**src/rtl/servo_pkg.sv**
```systemverilog
// Shared constants and helpers for the servo pulse generator.
package servo_pkg;

    localparam int FP16_EXP_W   = 5;
    localparam int FP16_MAN_W   = 10;
    localparam int FP16_BIAS    = 15;
    localparam int FP16_EXP_MAX = 31;

    // {1,m} * 2^(e-ALIGN_EXP) gives the angle in 1/16 degree units.
    localparam int ALIGN_EXP = FP16_BIAS + FP16_MAN_W - 4;
    // From this exponent upward the angle is >= 256 deg and always saturates.
    localparam int SAT_EXP   = ALIGN_EXP + 2;

    localparam int              DEG_W      = 12;
    localparam logic [DEG_W-1:0] DEG_Q4_180 = 12'd2880;
    localparam int              DEG_Q4_90  = 1440;

    localparam int PROD_W   = 44;
    localparam int SCALE_SH = 12;

    typedef struct packed {
        logic             valid;
        logic             invalid;
        logic [DEG_W-1:0] deg_q4;
    } stage1_t;

    // Cycles per 1/16 degree, scaled by 2^12 (256 * 16), rounded to nearest.
    function automatic longint calc_k(input longint min_cycles, input longint max_cycles);
        return ((max_cycles - min_cycles) * 256 + 90) / 180;
    endfunction

endpackage

```
**src/rtl/fp16_to_deg_q4.sv**
```systemverilog
// Combinational FP16 degrees -> unsigned Q8.4 degrees clamped to 180.
module fp16_to_deg_q4
    import servo_pkg::*;
(
    input  logic [15:0]      angle,
    output logic [DEG_W-1:0] deg_q4,
    output logic             invalid
);

    logic                  sign;
    logic [FP16_EXP_W-1:0] expo;
    logic [12:0]           mant_ext;
    logic [12:0]           shifted;

    assign sign     = angle[15];
    assign expo     = angle[14:10];
    assign mant_ext = {2'b01, angle[9:0]};

    // Decode: NaN/Inf flagged, negatives and zero/subnormal floor to 0, rest truncated and clamped.
    always_comb begin
        invalid = 1'b0;
        deg_q4  = '0;
        shifted = '0;
        if (expo == FP16_EXP_W'(FP16_EXP_MAX)) begin
            invalid = 1'b1;
        end else if (sign || (expo == '0)) begin
            deg_q4 = '0;
        end else if (expo >= FP16_EXP_W'(SAT_EXP)) begin
            deg_q4 = DEG_Q4_180;
        end else begin
            if (expo >= FP16_EXP_W'(ALIGN_EXP))
                shifted = mant_ext << (expo - FP16_EXP_W'(ALIGN_EXP));
            else
                shifted = mant_ext >> (FP16_EXP_W'(ALIGN_EXP) - expo);
            deg_q4 = (shifted > 13'(DEG_Q4_180)) ? DEG_Q4_180 : shifted[DEG_W-1:0];
        end
    end

endmodule

```
**src/rtl/servo_pwm_array.sv**
```systemverilog
// Multi-channel servo PWM: angle write pipeline, frame counter, slew-limited widths.
module servo_pwm_array
    import servo_pkg::*;
#(
    parameter int CHANNELS      = 4,
    parameter int PERIOD_CYCLES = 1000000,
    parameter int MIN_CYCLES    = 25000,
    parameter int MAX_CYCLES    = 125000,
    parameter int STEP_MAX      = 0
)(
    input  logic                                            clk,
    input  logic                                            rst_n,
    input  logic                                            enable,
    input  logic                                            wr_en,
    input  logic [((CHANNELS > 1) ? $clog2(CHANNELS) : 1)-1:0] wr_ch,
    input  logic [15:0]                                     wr_angle,
    output logic [CHANNELS-1:0]                             pwm,
    output logic                                            frame_start,
    output logic [CHANNELS-1:0]                             angle_err
);

    localparam int              CHW         = (CHANNELS > 1) ? $clog2(CHANNELS) : 1;
    localparam int              CW          = $clog2(PERIOD_CYCLES + 1);
    localparam longint          K           = calc_k(MIN_CYCLES, MAX_CYCLES);
    localparam longint          RESET_WIDTH = MIN_CYCLES + ((DEG_Q4_90 * K) >> SCALE_SH);
    localparam logic [CW-1:0]   RESET_W     = CW'(RESET_WIDTH);
    localparam logic [CW-1:0]   LAST        = CW'(PERIOD_CYCLES - 1);
    localparam logic [CW-1:0]   STEP        = CW'(STEP_MAX);

    logic [DEG_W-1:0]  dec_deg;
    logic              dec_invalid;
    stage1_t           s1;
    logic [CHW-1:0]    s1_ch;
    logic [PROD_W-1:0] prod;
    logic [PROD_W-1:0] width_full;
    logic [CW-1:0]     width;
    logic [CW-1:0]     count;
    logic [CW-1:0]     target      [CHANNELS];
    logic [CW-1:0]     active      [CHANNELS];
    logic [CW-1:0]     next_active [CHANNELS];

    fp16_to_deg_q4 u_dec (
        .angle   (wr_angle),
        .deg_q4  (dec_deg),
        .invalid (dec_invalid)
    );

    // Stage 1: register the decoded angle; out-of-range channels never enter the pipe.
    always_ff @(posedge clk) begin
        if (!rst_n) begin
            s1    <= '0;
            s1_ch <= '0;
        end else begin
            s1.valid   <= wr_en && (int'(wr_ch) < CHANNELS);
            s1.invalid <= dec_invalid;
            s1.deg_q4  <= dec_deg;
            s1_ch      <= wr_ch;
        end
    end

    // Stage 2 arithmetic: linear interpolation from degrees to cycles, clamped at the top.
    always_comb begin
        prod       = PROD_W'(s1.deg_q4) * PROD_W'(K);
        width_full = PROD_W'(MIN_CYCLES) + (prod >> SCALE_SH);
        width      = (width_full > PROD_W'(MAX_CYCLES)) ? CW'(MAX_CYCLES) : width_full[CW-1:0];
    end

    // Stage 2 write-back: valid command loads target and clears the error; NaN/Inf only flags.
    always_ff @(posedge clk) begin
        if (!rst_n) begin
            for (int i = 0; i < CHANNELS; i++) target[i] <= RESET_W;
            angle_err <= '0;
        end else if (s1.valid) begin
            for (int i = 0; i < CHANNELS; i++) begin
                if (s1_ch == CHW'(i)) begin
                    if (s1.invalid) begin
                        angle_err[i] <= 1'b1;
                    end else begin
                        target[i]    <= width;
                        angle_err[i] <= 1'b0;
                    end
                end
            end
        end
    end

    // Frame counter, parked at zero while disabled so the first frame starts on enable.
    always_ff @(posedge clk) begin
        if (!rst_n)          count <= '0;
        else if (!enable)    count <= '0;
        else if (count == LAST) count <= '0;
        else                 count <= count + 1'b1;
    end

    // Next active width: jump to target, or move by at most STEP toward it.
    always_comb begin
        for (int i = 0; i < CHANNELS; i++) begin
            next_active[i] = target[i];
            if (STEP_MAX != 0) begin
                if ((target[i] > active[i]) && ((target[i] - active[i]) > STEP))
                    next_active[i] = active[i] + STEP;
                else if ((active[i] > target[i]) && ((active[i] - target[i]) > STEP))
                    next_active[i] = active[i] - STEP;
            end
        end
    end

    // Active widths only change on the last cycle of a frame.
    always_ff @(posedge clk) begin
        if (!rst_n) begin
            for (int i = 0; i < CHANNELS; i++) active[i] <= RESET_W;
        end else if (enable && (count == LAST)) begin
            for (int i = 0; i < CHANNELS; i++) active[i] <= next_active[i];
        end
    end

    // Registered pulse outputs, one cycle behind the counter.
    always_ff @(posedge clk) begin
        if (!rst_n) begin
            pwm <= '0;
        end else begin
            for (int i = 0; i < CHANNELS; i++) pwm[i] <= enable && (count < active[i]);
        end
    end

    assign frame_start = rst_n && enable && (count == '0);

endmodule
```
**config.mk**
```make
export PLATFORM = sky130hd
export DESIGN_NAME = servo_pwm_array
export DESIGN_NICKNAME = d
export VERILOG_FILES = /design/src/rtl/servo_pkg.sv /design/src/rtl/fp16_to_deg_q4.sv /design/src/rtl/servo_pwm_array.sv
export SDC_FILE = /design/constraint.sdc
export NUM_CORES = 1
export LEC_CHECK = 0
export ABC_AREA = 1
export BUFFER_PORTS_ARGS = -buffer_cell sky130_fd_sc_hd__buf_2
export CAP_MARGIN = 25
export CORE_ASPECT_RATIO = 1.25
export CORE_UTILIZATION = 38
export DETAILED_ROUTE_END_ITERATION = 10
export PLACE_DENSITY = 0.64
export SYNTH_ARGS = -nofsm -noshare
export SYNTH_HDL_FRONTEND = slang
export SYNTH_SLANG_ARGS = --single-unit
```
**constraint.sdc**
```tcl
create_clock -name clk -period 7.4 [get_ports clk]
set_input_delay 0.74 -clock clk [delete_from_list [all_inputs] [get_ports clk]]
set_output_delay 0.74 -clock clk [all_outputs]
set_load 0.05 [all_outputs]
```
==> flow_metrics.py, run 1 <==
metrics = {
    "min_path": {
        "whs_path_depth": 1,
        "min_to": "count[0]$_SDFF_PP0_",
        "holdCritPathClass": "flip-flop to flip-flop",
        "min-delay-start": "count[0]$_SDFF_PP0_",
    },
    "grt": {
        "grt_pass1_wl_um": 52100,
        "antenna_found_initial": 0,
        "track_usage": 0.167,
        "gr-total-overflow": 0,
        "grt_pass1_vias": 10900,
        "grt_max_degree": 77,
    },
    "logic_synthesis": {
        "synthTopCellsByArea": "edfxtp_1, ha_1, inv_1, nand2_1, fa_1",
        "synth-seq-cells": 196,
        "synth_top_cell_by_area": "edfxtp_1",
        "yosys-top-cells-count": "inv_1, nand2_1, nor2_1, ha_1, edfxtp_1",
        "synth_edf_count": 152,
        "synthFlopType": "edfxtp_1",
        "synth.avg_cell_area_um2": 8.56,
        "syn_area_mm2": 0.0146,
        "netlist.area_leader.share": 0.312,
        "synthArstFlopShare": 0,
        "syn_inst": 1709,
        "yosysMostFrequentCell": "inv_1",
        "ys_types": 56,
        "seq_area_frac_synth": 0.372,
        "yosys_warnings": 0,
    },
    "clock_tree": {
        "cts_tree": "done",
        "cts.path.max_buffers": 2,
        "numCtsBuffers": 17,
        "clock_latency_ps": 450,
        "cts.sinks": 196,
        "cts-root-buf": "clkbuf_16",
        "postCtsSetupRepairBufs": 0,
        "holdBufCountCts": 0,
        "cts_max_level": 4,
        "cts.reportedPaths.clkPinSlew_ps": 80,
        "postCtsResizedCells": 0,
    },
    "timing": {
        "period_needed_ps": 6510,
        "period_share": 0.880,
        "relSlewSlack": 0.354,
        "finalHoldViolCount": 0,
        "rsz0062_at_grt": "no",
        "slew_viol_final": 0,
        "finClkSkew_ps": 12.5,
        "setup-violations-final": 0,
        "fmax_mhz": 154,
        "worst_slew_pin_slew_ps": 967,
        "worst_slack_ps": 890,
        "finalSetupTns_ps": 0,
    },
    "power_and_ir_drop": {
        "fin_total_pwr_mw": 2.69,
        "p_leak_nw": 7.44,
        "ir_worst_vdd_v": 0.000192,
        "power_density_mw_per_mm2": 169,
    },
    "flow_run": {
        "maxCapViolations": 0,
    },
    "setup_path": {
        "ff2ff_setup_slack_ps": 890,
        "critPathArrivalTime_ps": 6730,
        "r2r_end": "target[0][3]$_SDFFCE_PN0P_",
        "ff2ff_path_depth": 31,
        "critPathTopFamily": "adder cells",
        "path_class": "flip-flop to flip-flop",
        "cp_slowest_cell": "fa_1",
        "critPathRequiredTime_ps": 7620,
        "crit_top_cell": "inv_1",
        "rr_startpoint": "s1[4]$_SDFF_PP0_",
        "startpoint_type": "flip-flop",
        "path_buf_inv": 7,
        "crit_path_max_incr_delay_ps": 550,
        "cp_max_fo": 19,
        "end_kind": "flip-flop",
    },
    "detailed_routing": {
        "drtIter0Drc": 440,
        "vias": 10700,
        "drc": 0,
        "viasPerCell": 4.77,
        "avgRoutedWirePerCell_um": 13.7,
        "first_pass_iters": 5,
        "wl_um": 30900,
        "ant_nets": 0,
    },
    "finish": {
        "antenna_cells": 0,
        "area_delta_synth_final_pct": 9.07,
        "nets": 1987,
        "drive_gt1_frac": 0.109,
    },
    "placement": {
        "pre_cts_ws_ps": 892,
        "routabilityCongestion": 0.919,
        "port_buffers": 30,
        "hpwl_um": 25200,
    },
    "floorplan": {
        "dieArea_mm2": 0.0393,
        "die_w_um": 178,
        "die_h_um": 221,
        "ios": 31,
        "num_rows": 80,
        "core_mm2": 0.0380,
        "initial_core_util": 0.385,
    },
    "outcome": {
        "outcome": "finished, final reports clean",
    },
}
## where the power goes
group	switching (mW)	internal (mW)	leakage [nW]
logic	0.350	0.176	5.42
registers	0.0152	1.21	1.73
clock network	0.453	0.483	0.291
total	0.819	1.87	7.44
## sequential cells by signal, summed over array words and instances (netlist names)
signal     count
active        76
target        76
count         20
s1            14
angle_err      4
pwm            4
s1_ch          2
## cells by family (layout without fill, tap and decap cells)
family / Yosys count / in the layout / share of synthesized area
AOI/OAI and AO/OA: 189 / 189 / 0.0729
xor gates and xnor gates: 9 / 9 / 0.00539
adders and majority gates: 219 / 219 / 0.215
buffers and inverters: 393 / 436 / 0.106
DFF: 196 / 196 / 0.372
muxes: 3 / 3 / 0.00205
other: 1 / 8 / 0.000256
and+or+nand+nor: 699 / 699 / 0.226
## worst register-to-register path, delay by kind of cell (launching register included)
family | cells | cell delay [ps]
buffers and inverters | 7 | 530
flip-flops | 1 | 470
adder cells (fa/ha/maj) | 7 | 2940
XOR/XNOR | 1 | 160
AND/OR/NAND/NOR | 16 | 2180
## layout by cell type (no fill, tap or decap), drive strengths merged, types with 38 or more instances in the layout
| cell type | n |
|---|---|
| nand3 | 79 |
| nand2 | 326 |
| buf | 38 |
| a21oi | 80 |
| inv | 371 |
| or2 | 46 |
| edfxtp | 152 |
| fa | 55 |
| dfxtp | 44 |
| nor2 | 178 |
| o21ai | 68 |
| ha | 164 |
## metal layers
layer / part of all wire / up-vias / global-route usage
li1: - / 5559 / -
met2: 0.52 / 149 / 0.306
met5: 0 / - / 0
met4: 0.034 / 0 / 0.0750
met1: 0.42 / 4967 / 0.191
met3: 0.022 / 63 / 0.0192
## layout make-up
class | count | area [µm²]
clock buffers | 17 | 425
flip-flops and latches | 196 | 5450
inverters | 366 | 1370
fillers | 3781 | 22100
well taps | 492 | 616
repair buffers | 38 | 250
multi-input cells | 1127 | 7670
clock inverters | 15 | 181
## metrics by stage
| step | utilization | instance area (µm²) | instances | hold WS, ps |
|---|---|---|---|---|
| global route | 0.420 | 16000 | 2251 | 466 |
| floorplan | - | 14700 | 1716 | 417 |
| finish | 0.420 | 16000 | 2251 | 463 |
| detailed placement | 0.402 | 15300 | 2217 | 447 |
| CTS | 0.418 | 15900 | 2249 | 444 |
| global placement | 0.402 | 15300 | 2217 | 426 |
## worst max-delay path by stage
| stage | start | to | slack (ps) | cells past startpoint |
|---|---|---|---|---|
| final | s1[4]$_SDFF_PP0_ | target[0][3]$_SDFFCE_PN0P_ | 890 | 31 |
| after global routing | s1[4]$_SDFF_PP0_ | target[1][3]$_SDFFCE_PN0P_ | 300 | 31 |
| after CTS | s1[4]$_SDFF_PP0_ | target[2][3]$_SDFFCE_PN0P_ | 890 | 31 |
| after detailed placement | s1[4]$_SDFF_PP0_ | target[2][3]$_SDFFCE_PN0P_ | 890 | 31 |
| after global placement | s1[4]$_SDFF_PP0_ | target[1][3]$_SDFFCE_PN0P_ | 1030 | 31 |
| after floorplan | s1[4]$_SDFF_PP0_ | target[0][13]$_SDFFCE_PN1P_ | 1670 | 31 |
(Power assumes the default switching activity.)
==> run 2: changes to the inputs <==
--- a/config.mk
+++ b/config.mk
@@ -8,10 +8,14 @@
 export ABC_AREA = 1
 export BUFFER_PORTS_ARGS = -buffer_cell sky130_fd_sc_hd__buf_2
 export CAP_MARGIN = 25
+export CELL_PAD_IN_SITES_DETAIL_PLACEMENT = 0
+export CELL_PAD_IN_SITES_GLOBAL_PLACEMENT = 1
 export CORE_ASPECT_RATIO = 1.25
 export CORE_UTILIZATION = 38
 export DETAILED_ROUTE_END_ITERATION = 10
-export PLACE_DENSITY = 0.64
+export PLACE_DENSITY = 0.76
+export RECOVER_POWER = 50
+export SLEW_MARGIN = 20
 export SYNTH_ARGS = -nofsm -noshare
 export SYNTH_HDL_FRONTEND = slang
 export SYNTH_SLANG_ARGS = --single-unit
==> flow_metrics.py, run 2 (synthesis results as in run 1) <==
metrics = {
    "clock_tree": {
        "clock_latency_ps": 450,
        "numCtsBuffers": 17,
        "cts.sinks": 196,
        "postCtsResizedCells": 0,
        "postCtsSetupRepairBufs": 0,
        "cts_tree": "done",
        "cts.path.max_buffers": 2,
        "holdBufCountCts": 0,
        "cts.reportedPaths.clkPinSlew_ps": 80,
        "cts-root-buf": "clkbuf_16",
        "cts_max_level": 4,
    },
    "timing": {
        "finClkSkew_ps": 11.0,
        "period_needed_ps": 6520,
        "period_share": 0.881,
        "relSlewSlack": -0.841,
        "finalSetupTns_ps": 0,
        "setup-violations-final": 0,
        "worst_slew_pin_slew_ps": 2760,
        "fmax_mhz": 153,
        "finalHoldViolCount": 0,
        "rsz0062_at_grt": "no",
        "slew_viol_final": 77,
    },
    "setup_path": {
        "crit_end": "target[1][3]$_SDFFCE_PN0P_",
        "rr_startpoint": "s1[4]$_SDFF_PP0_",
        "critPathRequiredTime_ps": 7610,
        "cp_slowest_cell": "fa_1",
        "critPathArrivalTime_ps": 6720,
        "r2r_end": "target[1][3]$_SDFFCE_PN0P_",
        "end_kind": "flip-flop",
        "crit_path_max_incr_delay_ps": 560,
        "ff2ff_setup_slack_ps": 880,
        "crit_top_cell": "inv_1",
        "cp_max_fo": 19,
        "startpoint_type": "flip-flop",
        "ff2ff_path_depth": 31,
        "path_class": "flip-flop to flip-flop",
        "setup.worst_path.start": "s1[4]$_SDFF_PP0_",
    },
    "power_and_ir_drop": {
        "power_density_mw_per_mm2": 167,
        "switchingPower_mw": 0.812,
        "p_leak_nw": 7.36,
        "swShare": 0.307,
        "pwr-share-clk": 0.338,
        "seqPwrFrac": 0.464,
        "comb_power_share": 0.198,
        "ir_worst_vdd_v": 0.000184,
        "p_int_mw": 1.83,
    },
    "detailed_routing": {
        "ant_nets": 0,
        "wl_um": 31300,
        "drc": 0,
        "vias": 10800,
        "viasPerCell": 4.78,
        "first_pass_iters": 5,
        "avgRoutedWirePerCell_um": 13.9,
        "drtIter0Drc": 431,
    },
    "finish": {
        "reg_top3": "active (76), target (76), count (20)",
        "final_cell_mix": "inv_1, nand2_1, nor2_1, ha_1, edfxtp_1",
        "drive_gt1_frac": 0.102,
        "antenna_cells": 0,
        "nets": 1987,
        "fin_cells": 2251,
        "area_delta_synth_final_pct": 8.45,
        "final_common_cell": "inv_1",
    },
    "grt": {
        "grt_pass1_wl_um": 52200,
        "grt_max_degree": 77,
        "gr-total-overflow": 0,
        "track_usage": 0.168,
        "antenna_found_initial": 0,
        "grt_pass1_vias": 10700,
    },
    "floorplan": {
        "core_mm2": 0.0380,
        "die_h_um": 221,
        "num_rows": 80,
        "ios": 31,
        "initial_core_util": 0.385,
        "die_w_um": 178,
        "dieArea_mm2": 0.0393,
    },
    "placement": {
        "hpwl_um": 25600,
        "port_buffers": 30,
        "routabilityCongestion": 0.887,
        "dp_cells": 2219,
    },
    "outcome": {
        "failed_checks": "capacitance limit, slew limit",
        "outcome": "finished, violations left",
    },
    "flow_run": {
        "maxCapViolations": 1,
    },
    "min_path": {
        "holdCritPathClass": "flip-flop to flip-flop",
    },
}
## run 2: changes by cell type in the layout (fill, tap and decap cells not counted), sizes merged
cell / before / now
clkinv: 8 / 6
clkbuf: 17 / 29
buf: 38 / 27
bufinv: 1 / 0
clkinvlp: 1 / 4
inv: 371 / 370
## run 2: power groups by stage
| stage | Combinational [mW] | Sequential [mW] | Clock (mW) |
|---|---|---|---|
| after floorplan | 0.394 | 1.26 | 0 |
| after global placement | 0.523 | 1.25 | 0 |
| after detailed placement | 0.527 | 1.25 | 0 |
| after CTS | 0.531 | 1.23 | 0.915 |
| after global routing | 0.597 | 1.23 | 0.956 |
| final | 0.523 | 1.23 | 0.894 |
## run 2: area by class of cell
type | instances | area, µm²
tap | 492 | 616
sequential | 196 | 5450
clock inverter | 14 | 145
multi-input combinational | 1127 | 7670
clock buffer | 18 | 429
inverter | 366 | 1370
timing repair buffer | 38 | 191
fill | 3809 | 22200
## run 2: critical path, delay by kind of cell (launching register included)
family                     cells  cell delay [ps]
xor gates and xnor gates       1              160
buffers and inverters          7              530
and+or+nand+nor               16             2140
adders and majority gates      7             2960
DFF                            1              460
## run 2: stage by stage
| step | instance area (µm²) | util | setup WS [ps] | total power [mW] | hold slack (ps) |
|---|---|---|---|---|---|
| final | 15900 | 0.417 | 881 | 2.64 | 454 |
| after global routing | 15900 | 0.417 | 398 | 2.78 | 453 |
| after CTS | 15900 | 0.418 | 840 | 2.67 | 450 |
| after detailed placement | 15300 | 0.403 | 856 | 1.78 | 447 |
| after global placement | 15300 | 0.402 | 1010 | 1.77 | 429 |
| after floorplan | 14700 | - | 1670 | 1.65 | 417 |
## run 2: per-layer routing
layer	global-route usage	routed length, µm	vias up
li1	-	-	5566
met1	0.198	13600	5005
met2	0.308	16300	151
met3	0.0234	676	46
met4	0.0551	720	0
met5	0	0	-
## run 2: worst min path at each step
| stage | startpoint | endpoint | depth (start not counted) |
|---|---|---|---|
| global placement | count[0]$_SDFF_PP0_ | count[0]$_SDFF_PP0_ | 1 |
| global route | wr_ch[0] | s1_ch[0]$_SDFF_PN0_ | 3 |
| finish | count[0]$_SDFF_PP0_ | count[0]$_SDFF_PP0_ | 1 |
| CTS | wr_ch[0] | s1_ch[0]$_SDFF_PN0_ | 3 |
| floorplan | count[0]$_SDFF_PP0_ | count[0]$_SDFF_PP0_ | 1 |
| detailed placement | count[0]$_SDFF_PP0_ | count[0]$_SDFF_PP0_ | 1 |
==> run 3: changes to the inputs <==
--- a/config.mk
+++ b/config.mk
@@ -8,12 +8,11 @@
 export ABC_AREA = 1
 export BUFFER_PORTS_ARGS = -buffer_cell sky130_fd_sc_hd__buf_2
 export CAP_MARGIN = 25
-export CELL_PAD_IN_SITES_DETAIL_PLACEMENT = 0
-export CELL_PAD_IN_SITES_GLOBAL_PLACEMENT = 1
-export CORE_ASPECT_RATIO = 1.25
+export CELL_PAD_IN_SITES_DETAIL_PLACEMENT = 2
+export CELL_PAD_IN_SITES_GLOBAL_PLACEMENT = 2
 export CORE_UTILIZATION = 38
 export DETAILED_ROUTE_END_ITERATION = 10
-export PLACE_DENSITY = 0.76
+export PLACE_DENSITY = 0.88
 export RECOVER_POWER = 50
 export SLEW_MARGIN = 20
 export SYNTH_ARGS = -nofsm -noshare
==> flow_metrics.py, run 3 (synthesis results as in run 1) <==
metrics = {
    "finish": {
        "fin_util": 0.422,
        "seq_area_mm2": 0.00545,
        "reg_top3": "active (76), target (76), count (20)",
        "nets": 1996,
        "final_common_cell": "inv_1",
        "final_cell_mix": "inv_1, nand2_1, nor2_1, ha_1, edfxtp_1",
        "area_delta_synth_final_pct": 8.96,
        "fillers": 4268,
        "drive_gt1_frac": 0.104,
        "multi_input_area_mm2": 0.00767,
    },
    "grt": {
        "busiest_layer": "met2",
        "gr-total-overflow": 0,
        "grt_max_degree": 77,
        "grt_pass1_wl_um": 78200,
        "grt_use_met3": 0.0319,
        "use_met2": 0.520,
        "grt_pass1_vias": 14000,
        "antenna_found_initial": 0,
        "track_usage": 0.266,
        "use_met1": 0.283,
    },
    "floorplan": {
        "initial_core_util": 0.388,
        "dieArea_mm2": 0.0393,
        "ios": 31,
        "die_h_um": 198,
        "die_w_um": 198,
        "num_rows": 71,
        "core_mm2": 0.0378,
    },
    "setup_path": {
        "crit_top_cell": "inv_1",
        "crit_path_max_incr_delay_ps": 550,
        "startpoint_type": "flip-flop",
        "r2r_end": "target[1][13]$_SDFFCE_PN1P_",
        "critPathRequiredTime_ps": 7620,
        "cp_slowest_cell": "fa_1",
        "critPathArrivalTime_ps": 7100,
        "ff2ff_setup_slack_ps": 520,
        "path_class": "flip-flop to flip-flop",
        "end_kind": "flip-flop",
        "cp_max_fo": 18,
        "ff2ff_path_depth": 29,
        "rr_startpoint": "s1[4]$_SDFF_PP0_",
    },
    "placement": {
        "port_buffers": 30,
        "routabilityCongestion": 0.858,
        "pre_cts_ws_ps": 527,
        "hpwl_um": 39800,
    },
    "min_path": {
        "whs_path_depth": 3,
        "min-delay-start": "wr_en",
        "min_to": "s1[13]$_SDFF_PN0_",
        "holdCritPathClass": "input port to flip-flop",
    },
    "detailed_routing": {
        "drc": 0,
        "viasPerCell": 5.27,
        "ant_nets": 0,
        "vias": 12000,
        "first_pass_iters": 4,
        "wl_um": 50600,
        "drtIter0Drc": 490,
        "avgRoutedWirePerCell_um": 22.2,
    },
    "timing": {
        "setup-violations-final": 0,
        "slew_viol_final": 77,
        "rsz0062_at_grt": "no",
        "finalSetupTns_ps": 0,
        "hold_slack_ps": 441,
        "worst_slack_ps": 525,
        "period_needed_ps": 6880,
        "period_share": 0.929,
        "fmax_mhz": 145,
        "finalHoldViolCount": 0,
        "relSlewSlack": -1.08,
        "finClkSkew_ps": 26.7,
        "worst_slew_pin_slew_ps": 3120,
    },
    "power_and_ir_drop": {
        "p_leak_nw": 7.39,
        "ir_worst_vdd_v": 0.000177,
        "power_density_mw_per_mm2": 176,
        "fin_total_pwr_mw": 2.81,
    },
    "outcome": {
        "outcome": "finished, violations left",
        "failed_checks": "capacitance limit, slew limit",
    },
    "clock_tree": {
        "cts.path.max_buffers": 2,
        "cts.reportedPaths.clkPinSlew_ps": 90,
        "holdBufCountCts": 0,
        "postCtsResizedCells": 0,
        "cts-root-buf": "clkbuf_16",
        "postCtsSetupRepairBufs": 0,
        "cts.sinks": 196,
        "numCtsBuffers": 17,
        "clock_latency_ps": 490,
        "cts_max_level": 4,
        "cts_tree": "done",
    },
    "flow_run": {
        "maxCapViolations": 1,
    },
}
-- run 3: power by group --
part           total (mW)  switching [mW]  internal [mW]
logic               0.597           0.420          0.177
clock network       0.975           0.492          0.483
registers            1.23          0.0202           1.21
-- run 3: area by class of cell --
class                      instances  area share
tap                              511      0.0401
clock buffer                      21      0.0282
timing repair buffer              47      0.0155
sequential                       196       0.341
antenna                            1    0.000157
multi-input combinational       1127       0.481
inverter                         366      0.0862
clock inverter                    11     0.00738
-- run 3: critical path, delay by kind of cell, from the launching register on --
| family | cells | cell delay [ps] |
|---|---|---|
| xor+xnor | 1 | 390 |
| fa+ha+maj | 7 | 3060 |
| buf+inv | 6 | 540 |
| flops | 1 | 450 |
| simple gates | 15 | 2150 |
-- run 3: through the flow --
stage	cell area, µm²	instances
2_1_floorplan	14700	1716
3_3_place_gp	15300	2236
5_1_grt	15900	2279
6_report	15900	2280
3_5_place_dp	15400	2238
4_1_cts	15900	2270
-- run 3: worst max path at each step --
stage,start,end,slack [ps],cells after the start
floorplan,s1[4]$_SDFF_PP0_,target[0][13]$_SDFFCE_PN1P_,1670,31
global placement,s1[4]$_SDFF_PP0_,target[1][3]$_SDFFCE_PN0P_,1020,31
detailed placement,s1[4]$_SDFF_PP0_,target[3][9]$_SDFFCE_PN0P_,530,30
CTS,s1[4]$_SDFF_PP0_,target[3][14]$_SDFFCE_PN0P_,380,31
global route,s1[4]$_SDFF_PP0_,target[3][14]$_SDFFCE_PN0P_,8,31
finish,s1[4]$_SDFF_PP0_,target[1][13]$_SDFFCE_PN1P_,520,29
-- run 3: layer usage --
| metal | share of wire | wire [µm] | vias to the layer above |
|---|---|---|---|
| met5 | 0 | 0 | - |
| met4 | 0.039 | 1950 | 0 |
| met3 | 0.017 | 859 | 120 |
| met1 | 0.39 | 19900 | 6140 |
| met2 | 0.55 | 27900 | 182 |
| li1 | - | - | 5579 |
